<file path="src/rtl/operand_recovery_serial_pkg.sv">
// Shared types and sizing helper for the bit-serial operand recovery block.
package operand_recovery_pkg;

   typedef enum logic [1:0] {
      IDLE  = 2'd0,
      SHIFT = 2'd1,
      DONE  = 2'd2
   } state_t;

   // Counter must be able to hold WIDTH (the terminal bit index).
   function automatic int cnt_width(input int w);
      return $clog2(w + 2);
   endfunction

endpackage

</file>
<file path="src/rtl/operand_recovery_serial_full_subtractor_bit.sv">
// One-bit full subtractor cell: a - b - borrow_in.
module full_subtractor_bit (
   input  logic a,
   input  logic b,
   input  logic borrow_in,
   output logic diff,
   output logic borrow_out
);

   assign diff       = a ^ b ^ borrow_in;
   assign borrow_out = (~a & b) | (~(a ^ b) & borrow_in);

endmodule

</file>
<file path="src/rtl/operand_recovery_serial.sv">
// Bit-serial recovery of operand_2 = result - operand_1, LSB first, with an
// inconsistency flag for sums no pair of WIDTH-bit operands can produce.
module operand_recovery_serial
   import operand_recovery_pkg::*;
#(
   parameter int WIDTH = 8
) (
   input  logic             clk,
   input  logic             reset_n,
   input  logic             in_valid,
   output logic             in_ready,
   input  logic [WIDTH:0]   result_in,
   input  logic [WIDTH-1:0] operand_1_in,
   output logic             out_valid,
   input  logic             out_ready,
   output logic [WIDTH-1:0] operand_2_out,
   output logic             mismatch
);

   localparam int             CW   = cnt_width(WIDTH);
   localparam logic [CW-1:0]  LAST = CW'(WIDTH);

   state_t          state_q;
   logic [WIDTH:0]  a_q, b_q, diff_q;
   logic            borrow_q;
   logic [CW-1:0]   cnt_q;
   logic            d_bit, borrow_nxt;

   full_subtractor_bit u_fsb (
      .a          (a_q[0]),
      .b          (b_q[0]),
      .borrow_in  (borrow_q),
      .diff       (d_bit),
      .borrow_out (borrow_nxt)
   );

   assign in_ready      = (state_q == IDLE);
   assign out_valid     = (state_q == DONE);
   assign operand_2_out = diff_q[WIDTH-1:0];
   // Negative result (final borrow) or a result needing WIDTH+1 bits.
   assign mismatch      = borrow_q | diff_q[WIDTH];

   always_ff @(posedge clk or negedge reset_n) begin
      if (!reset_n) begin
         state_q  <= IDLE;
         a_q      <= '0;
         b_q      <= '0;
         diff_q   <= '0;
         borrow_q <= 1'b0;
         cnt_q    <= '0;
      end else begin
         case (state_q)
            IDLE: begin
               if (in_valid) begin
                  a_q      <= result_in;
                  b_q      <= {1'b0, operand_1_in};
                  diff_q   <= '0;
                  borrow_q <= 1'b0;
                  cnt_q    <= '0;
                  state_q  <= SHIFT;
               end
            end
            SHIFT: begin
               a_q      <= a_q >> 1;
               b_q      <= b_q >> 1;
               diff_q   <= {d_bit, diff_q[WIDTH:1]};
               borrow_q <= borrow_nxt;
               cnt_q    <= cnt_q + CW'(1);
               if (cnt_q == LAST) state_q <= DONE;
            end
            DONE: begin
               if (out_ready) state_q <= IDLE;
            end
            default: state_q <= IDLE;
         endcase
      end
   end

endmodule

</file>
<file path="config.mk">
export PLATFORM = sky130hd
export DESIGN_NAME = operand_recovery_serial
export DESIGN_NICKNAME = d
export VERILOG_FILES = /design/src/rtl/operand_recovery_serial_pkg.sv /design/src/rtl/operand_recovery_serial_full_subtractor_bit.sv /design/src/rtl/operand_recovery_serial.sv
export SDC_FILE = /design/constraint.sdc
export NUM_CORES = 1
export LEC_CHECK = 0
export CORE_AREA = 5 5 65 67
export CTS_BUF_LIST = sky130_fd_sc_hd__clkbuf_8 sky130_fd_sc_hd__clkbuf_16
export DETAILED_ROUTE_END_ITERATION = 10
export DIE_AREA = 0 0 70 72
export PLACE_DENSITY_LB_ADDON = 0.08
export SLEW_MARGIN = 20
export SYNTH_ARGS = -nofsm -noshare
export SYNTH_HDL_FRONTEND = slang
export SYNTH_SLANG_ARGS = --single-unit
</file>
<file path="constraint.sdc">
create_clock -name clk -period 2.16 [get_ports clk]
set_clock_uncertainty 0.2 [all_clocks]
set_input_delay 0.324 -clock clk [delete_from_list [all_inputs] [get_ports clk]]
set_output_delay 0.324 -clock clk [all_outputs]
set_load 0.1 [all_outputs]
</file>
==> results of run 1 <==
## registers in the layout, indices dropped and copies added (netlist names)
register,flops
cnt_q,4
borrow_q,1
a_q,9
diff_q,9
b_q,8
state_q,2
## layer usage
layer  wire length, um  vias to the layer above
met2              1750                       31
met4                82                        0
met3               164                        9
met5                 0                        -
met1              1530                      619
li1                  -                      608
## cells in the final DEF, fill, tap and decap left out, drive strengths merged, types with 2 or more instances in the layout
master / instances
dfrtp: 33
clkdlybuf4s50: 20
o21ai: 19
a21oi: 18
nor2b: 18
buf: 17
a22oi: 14
a22o: 12
nand2: 7
clkbuf: 5
inv: 4
nand3: 3
nor2: 3
ha: 2
## kinds of logic after synthesis
group / share of synthesized area, %
AO/OA/AOI/OAI: 24.4
adder cells (fa/ha/maj): 2.67
buffers and inverters: 10.8
flip-flops: 49.0
multiplexers: 0.668
AND/OR/NAND/NOR: 12.5
## area by class of cell
cell class	instances	area share, %
clock buffers	5	3.35
clock inverters	3	2.25
well taps	48	2.92
flip-flops and latches	33	40.2
repair buffers	37	17.2
inverters	4	0.731
multi-input cells	104	33.4
## worst max path at each step
stage / cells after the start / start / end / slack (ns)
6_report: 3 / state_q[1] / out_valid / 0.22
5_1_grt: 3 / state_q[1] / out_valid / 0.15
4_1_cts: 3 / state_q[0] / out_valid / 0.26
3_5_place_dp: 4 / in_valid / a_q[8] / 0.36
2_1_floorplan: 3 / state_q[1] / in_ready / 0.08
3_3_place_gp: 5 / in_valid / cnt_q[2] / 0.38
## power by group
part	switching (uW)	leakage (uW)	internal [uW]
clock	235	0.0000543	345
combinational	1170	0.000425	583
sequential	199	0.000428	874
total	1600	0.000908	1800
## per-stage QoR
stage | hold slack (ns) | utilization (%) | setup slack (ns)
after detailed placement | 0.277 | 54.1 | 0.361
after global routing | 0.283 | 57.4 | 0.150
final | 0.243 | 57.4 | 0.220
after CTS | 0.244 | 57.3 | 0.259
after global placement | 0.282 | 54.1 | 0.379
after floorplan | -0.172 | - | 0.0829
==> flow_metrics.py, run 1 <==
metrics = {
    "outcome": {
        "status": "complete, no violations",
    },
    "detailed_routing": {
        "dr.pass1.iters": 4,
        "vias_per_cell": 5.41,
        "vias": 1267,
        "drt_iter0_drc": 42,
        "wl_per_cell_um": 15.1,
        "ant_nets": 0,
        "routed_wl_um": 3530,
        "drc": 0,
    },
    "grt": {
        "grt_pass1_wl_um": 6090,
        "antenna_found_initial": 0,
        "grt_max_degree": 34,
        "grt_use_met2_pct": 25.1,
        "grt_util_met3_pct": 5.54,
        "grt_pass1_vias": 1322,
        "track_usage_pct": 15.3,
        "grt_use_met1_pct": 18.5,
        "grt_overflow": 0,
        "busiest_layer": "met2",
    },
    "place": {
        "dp_hpwl_um": 2360,
        "placed_area_um2": 1930,
        "io_buffers": 31,
        "gp_congestion": 0.715,
        "placed_cells": 226,
    },
    "floorplan": {
        "die_w_um": 70,
        "io_pins": 32,
        "placementRows": 22,
        "die_area_um2": 5040,
        "die_y_um": 72,
        "initial_core_util_pct": 47.1,
        "core_um2": 3580,
    },
    "clock_network": {
        "cts_hold_buf": 0,
        "clkTransAtPathRegs_ns": 0.07,
        "clock-sinks": 33,
        "clock_latency_ns": 0.28,
        "cts_made_buffers": 5,
        "cts_tree": "built",
        "ctsHtreeMaxLevel": 2,
        "clockBufferDepth": 2,
        "root_buffer": "clkbuf_8",
        "cts_resized": 0,
        "cts_setup_buffers": 0,
    },
    "logic_synthesis": {
        "syn_area_um2": 1690,
        "synth-seq-area-share_pct": 49.0,
        "synth_fp_nets": 185,
        "synthTopCellsByArea": "dfrtp_1 (49%), a22o_1 (6.2%), nor2b_1 (5.9%)",
        "syn-instance-count": 161,
        "synth_top_area_share_pct": 49.0,
        "synth_most_common_cell": "dfrtp_1",
        "ys_top_cells_by_count": "dfrtp_1 (33), o21ai_1 (19), a21oi_1 (18), nor2b_1 (16), a22oi_1 (13)",
        "ys_ff_latch": 33,
        "synth_cell_types": 26,
        "ys_warn_count": 0,
        "async_flop_share_pct": 100,
        "synth-edff-count": 0,
        "syn_avg_cell_area_um2": 10.5,
        "post-synth-top-area-cell": "dfrtp_1",
        "ys.flop_type": "dfrtp_1",
    },
    "layout": {
        "drive_gt1_share_pct": 17.2,
        "final_net_count": 209,
        "n_fill_cell": 332,
        "diodes": 0,
        "layout-area-overhead-vs-synth_pct": 21.9,
        "register_area_um2": 826,
        "final_cells": 234,
        "multi_input_area_um2": 686,
        "fin_area_um2": 2050,
    },
    "worst_setup_path": {
        "cpPeakStageDelay_ns": 0.41,
        "reg2reg_depth": 4,
        "endpoint_kind": "output port",
        "r2r-end": "cnt_q[2]",
        "critPathTopFamily": "buffers and inverters",
        "cp.required_ns": 1.64,
        "path_class": "reg2out",
        "crit-reg2reg-launch": "state_q[1]",
        "critical_path_arrival_ns": 1.42,
        "crit_chain": "buf_4 -> and2b_1 -> buf_12",
        "rrSetupSlack_ns": 0.54,
        "critPathLaunchType": "flip-flop",
        "crit_slowest_cell": "dfrtp_1",
        "cp_max_fo": 23,
        "cp_num_buf_inv": 2,
    },
    "sta": {
        "fin_setup_tns_ns": 0,
        "hold_violations": 0,
        "rsz0062_at_grt": "no",
        "worst_pin_slew_ns": 0.616,
        "period_share_pct": 89.8,
        "fmax_mhz": 515,
        "finalCriticalPeriod_ns": 1.94,
        "maxSlewViolCount": 0,
        "slew_headroom_pct": 58.9,
        "setup_viol": 0,
    },
    "job": {
        "cap_violations": 0,
    },
    "power_and_ir_drop": {
        "vdd_ir_drop_max_uv": 612,
        "leakage_uw": 0.000908,
        "cellPowerDensity_nw_per_um2": 1660,
        "total_power_uw": 3400,
    },
    "hold_path": {
        "min_path_type": "in2async",
    },
}
Note: power is estimated with default switching activity, not from simulation.
==> run 2: changes to the inputs <==
Settings changed: RECOVER_POWER from default to 25.
==> run 2 against run 1 <==
Against the previous run: power about the same; via count did not move; largest power group unchanged; hold slack better by 0.046 ns; sequential share of layout area hardly changed; setup slack did not move; register-to-register slack is essentially flat.
==> flow_metrics.py, run 2 (same netlist as run 1, synthesis figures left out) <==
metrics = {
    "job": {
        "cap_violations": 0,
    },
    "power_and_ir_drop": {
        "p_clk_share_pct": 17.0,
        "switching_share_pct": 47.1,
        "leakage_uw": 0.000908,
        "cellPowerDensity_nw_per_um2": 1660,
        "vdd_ir_drop_max_uv": 612,
        "p_sw_uw": 1600,
        "pwr-share-seq_pct": 31.6,
        "p_int_uw": 1800,
        "total_power_uw": 3400,
        "combPwrFrac_pct": 51.4,
    },
    "layout": {
        "multi_input_area_um2": 686,
        "diodes": 0,
        "final_net_count": 209,
        "mostFrequentLayoutCell": "dfrtp_1",
        "register_area_um2": 826,
        "reg.largest.list": "a_q: 9 flops, diff_q: 9 flops, b_q: 8 flops",
        "n_fill_cell": 333,
        "layout-area-overhead-vs-synth_pct": 21.8,
        "fin_area_um2": 2050,
        "most-common-layout-cells": "dfrtp_1 (33), o21ai_1 (19), clkdlybuf4s50_1 (19), a21oi_1 (18), nor2b_1 (16)",
        "drive_gt1_share_pct": 17.2,
    },
    "floorplan": {
        "placementRows": 22,
        "die_w_um": 70,
        "io_pins": 32,
        "die_area_um2": 5040,
        "core_um2": 3580,
        "initial_core_util_pct": 47.1,
        "die_y_um": 72,
    },
    "clock_network": {
        "clock-sinks": 33,
        "clkTransAtPathRegs_ns": 0.07,
        "cts_hold_buf": 0,
        "cts_setup_buffers": 0,
        "cts_resized": 0,
        "root_buffer": "clkbuf_8",
        "clockBufferDepth": 2,
        "cts_made_buffers": 5,
        "clock_latency_ns": 0.28,
        "cts_tree": "built",
        "ctsHtreeMaxLevel": 2,
    },
    "worst_setup_path": {
        "critPathLaunchType": "flip-flop",
        "crit-reg2reg-launch": "state_q[1]",
        "critical_path_arrival_ns": 1.42,
        "r2r-end": "cnt_q[2]",
        "reg2reg_depth": 4,
        "cp.required_ns": 1.64,
        "path_class": "reg2out",
        "cp_max_fo": 23,
        "cp-endpoint": "out_valid",
        "critPathLaunch": "state_q[1]",
        "endpoint_kind": "output port",
        "rrSetupSlack_ns": 0.54,
    },
    "grt": {
        "grt_max_degree": 34,
        "grt_pass1_vias": 1322,
        "grt_pass1_wl_um": 6090,
        "grt_overflow": 0,
        "track_usage_pct": 15.3,
        "antenna_found_initial": 0,
    },
    "hold_path": {
        "min_path_type": "reg2reg",
    },
    "sta": {
        "period_share_pct": 89.8,
        "fmax_mhz": 515,
        "rsz0062_at_grt": "no",
        "maxSlewViolCount": 0,
        "slew_headroom_pct": 45.4,
        "setup_ws_ns": 0.220,
        "hold_violations": 0,
        "finalCriticalPeriod_ns": 1.94,
        "fin_setup_tns_ns": 0,
        "worst_pin_slew_ns": 0.820,
        "setup_viol": 0,
    },
    "place": {
        "gp_congestion": 0.715,
        "placed_area_um2": 1930,
        "io_buffers": 31,
        "dp_hpwl_um": 2360,
        "dp_slack_ns": 0.361,
    },
    "detailed_routing": {
        "wl_per_cell_um": 15.1,
        "routed_wl_um": 3520,
        "vias": 1267,
        "ant_nets": 0,
        "drt_iter0_drc": 42,
        "drc": 0,
        "dr.pass1.iters": 4,
        "vias_per_cell": 5.41,
    },
    "outcome": {
        "status": "complete, no violations",
    },
}
[run 2: cell types whose count changed in the layout (fill, tap and decap cells not counted)]
cell | previous run | this run
clkdlybuf4s50_1 | 20 | 19
buf_4 | 15 | 14
dlygate4sd3_1 | 0 | 1
clkbuf_2 | 0 | 1
[run 2: how the worst min path moves through the flow]
stage,end,startpoint,slack (ns),depth (start not counted)
2_1_floorplan,a_q[0],reset_n,-0.17,0
3_3_place_gp,a_q[0],a_q[0],0.28,2
3_5_place_dp,a_q[0],a_q[0],0.28,2
4_1_cts,diff_q[5],reset_n,0.24,2
5_1_grt,a_q[0],a_q[0],0.31,2
6_report,a_q[0],a_q[0],0.29,2
[run 2: per-layer routing]
layer / up-vias / track usage [%] / wire length, um
li1: 608 / - / -
met1: 619 / 18.5 / 1530
met2: 31 / 25.1 / 1740
met3: 9 / 5.54 / 163
met4: 0 / 5.74 / 82
met5: - / 0 / 0
[run 2: worst max-delay path: stages (launching register included)]
cell	delay (ns)
dfrtp_1	0.41
buf_4	0.30
and2b_1	0.23
buf_12	0.19
[run 2: cell type report]
class	count	area share (%)
repair buffers	37	17.1
multi-input cells	104	33.4
well taps	48	2.93
clock buffers	5	3.35
inverters	4	0.732
clock inverters	3	2.26
flip-flops and latches	33	40.2
[run 2: power by group through the flow]
| stage | Clock (uW) | Sequential, uW | Combinational (uW) |
|---|---|---|---|
| after floorplan | 0 | 1040 | 1550 |
| after CTS | 598 | 1070 | 1760 |
| after global placement | 0 | 1070 | 1720 |
| after global routing | 621 | 1110 | 1890 |
| after detailed placement | 0 | 1080 | 1760 |
| final | 580 | 1070 | 1750 |
[run 2: per-stage QoR]
stage / hold slack, ns / instances / utilization, %
2_1_floorplan: -0.172 / 161 / -
3_3_place_gp: 0.282 / 226 / 54.1
3_5_place_dp: 0.277 / 226 / 54.1
4_1_cts: 0.244 / 234 / 57.3
5_1_grt: 0.312 / 234 / 57.3
6_report: 0.289 / 234 / 57.3
==> run 3: changes to the inputs <==
Settings changed: HOLD_SLACK_MARGIN from default to 0.08.
==> results of run 3 <==
No change in the layout: final DEF, timing and power equal those of run 2.
==> variant, RTL diff (settings of run 1) <==
Re-encode `state_t` (3 states) as one-hot, 3 bits wide.
--- a/src/rtl/operand_recovery_serial_pkg.sv
+++ b/src/rtl/operand_recovery_serial_pkg.sv
@@ -3,6 +3,6 @@
 
-   typedef enum logic [1:0] {
-      IDLE  = 2'd0,
-      SHIFT = 2'd1,
-      DONE  = 2'd2
+   typedef enum logic [2:0] {
+      IDLE  = 3'b001,
+      SHIFT = 3'b010,
+      DONE  = 3'b100
    } state_t;
Check against the original RTL: same outputs for any inputs over 10 cycles, from zero or initial values and one cycle with reset_n low; not proved beyond that.
==> variant against run 1 <==
  * Wire length is 16% lower
  * Sequential cell count is 1 higher
  * Final area is 0.97% lower
  * Critical path depth is 1 lower
  * Total power is 23% lower
  * Setup slack better by 29 ps
  * Die area stayed put
  * Area after synthesis is 1.6% lower
  * Critical endpoint is now in_ready
  * Highest routed layer unchanged
==> variant: results (changes against run 1) <==
cells taking the most area after synthesis: sky130_fd_sc_hd__dfrtp_1 (50%), sky130_fd_sc_hd__mux2i_1 (10%), sky130_fd_sc_hd__a22o_1 (5.3%)
met3 track utilization from global routing: 5.54% (unchanged)
number of nets produced by synthesis: 168 (-9.2%)
WP data arrival: 1390 ps (-30 ps)
routed length on met3: 205 microns (+25%)
met2 demand-to-capacity share in global routing: 21.9% (-3.1 points)
Final Non-Filler Cells: 220 (-6.0%)
Iter 0 DRT Violations: 63 (+50%)
GP Congestion: 0.745 (+4.1%)
cts bufs inserted: 5 (unchanged)
Routed met2 length: 1470 microns (-16%)
Worst-Skew Late Latency: 280 ps (about the same)
Tightest Hold Check Type: input pin to async pin
minimum setup slack among reg-to-reg paths: 280 ps (-260 ps)
transition time of the tightest slew-check pin: 443 ps (-173 ps)
switching share of power: 40.4% (-6.6 points)
final-report hold violation count: 0 (unchanged)
static leakage: 0.884 nW (-2.6%)
Crit-path slowest cell: sky130_fd_sc_hd__dfstp_2
pre-CTS worst setup slack: 124 ps (-237 ps)
uppermost routed layer: met4
Critical Path Fanout Max: 8 (-65%)
clock tree buffer depth: 2 (unchanged)
per-instance average area after synthesis: 11.5 sq um (+10%)
most numerous cell types in the synthesized netlist: sky130_fd_sc_hd__dfrtp_1 (33), sky130_fd_sc_hd__mux2i_1 (17), sky130_fd_sc_hd__nand2_1 (13)
peak supply drop: 0.000437 V (-28%)
clock slew at the register clock pins of the worst setup and hold paths: 60 ps
FF-to-FF End: a_q[7]
total track usage: 13.2% (-2.1 points)
Inst Count DP: 212 (-6.2%)
metal1 wirelength: 1270 microns (-17%)
cell type group with the largest total delay on the critical path: flip-flops
upper clock frequency limit: 523 MHz (+1.5%)
synth unique cells: 33 (+27%)
placed wire-length estimate after detailed placement: 2130 microns (-10%)
total number of vias: 1142 (-9.9%)
cell area after placement: 1940 sq um (+0.45%)
number of antenna violations at the first check in global routing: 0 (unchanged)
met1 Use GR: 15.2% (-3.2 points)
largest net degree at the start of global routing: 35 (+2.9%)
number of global-route vias before repair: 1171 (-11%)
endpoint of the most critical setup path: in_ready
largest registers: a_q: 9 flops, diff_q: 9 flops, b_q: 8 flops
minimum hold slack: 257 ps (+14.5 ps)
net count of the finished layout: 195 (-6.7%)
Worst R2R Start: state_q[0]
1st-pass router iterations: 2 (-2)
Post-CTS Setup Inserts: 0 (unchanged)
run status: finished clean
sequential share of the synthesized area: 51.4% (+2.4 points)
first-pass GRT wire length: 5250 microns (-14%)
most used flip-flop cell after synthesis: sky130_fd_sc_hd__dfrtp_1
highest cell delay on the worst timing path: 640 ps (+230 ps)
layout cells sized above 1: 18.6% (+1.4 points)
total wirelength of the detailed-routed design: 2980 microns (-16%)
variant: cell type report:
type                            count  area, sq um
Clock buffer                        6         82.6
Inverter                            4         15.0
Tap cell                           48         60.1
Fill cell                         336         1540
Sequential cell                    34          852
Timing Repair Buffer               37          353
Clock inverter                      2         8.76
Multi-Input combinational cell     89          663
variant: logic make-up after synthesis:
group / Yosys count / synth area share, %
compound gates: 34 / 13.9
buf+inv: 21 / 10.3
flops: 34 / 51.4
xor+xnor: 1 / 0.528
simple gates: 34 / 10.9
fa+ha+maj: 3 / 2.72
mux: 17 / 10.3
variant: power groups by stage:
stage                     clock network [W]  logic (W)  registers (W)
after floorplan                           0   0.000943        0.00101
after global placement                    0    0.00108        0.00104
after detailed placement                  0    0.00112        0.00105
after CTS                          0.000489    0.00112        0.00104
after global routing               0.000513    0.00122        0.00107
final                              0.000469    0.00110        0.00104
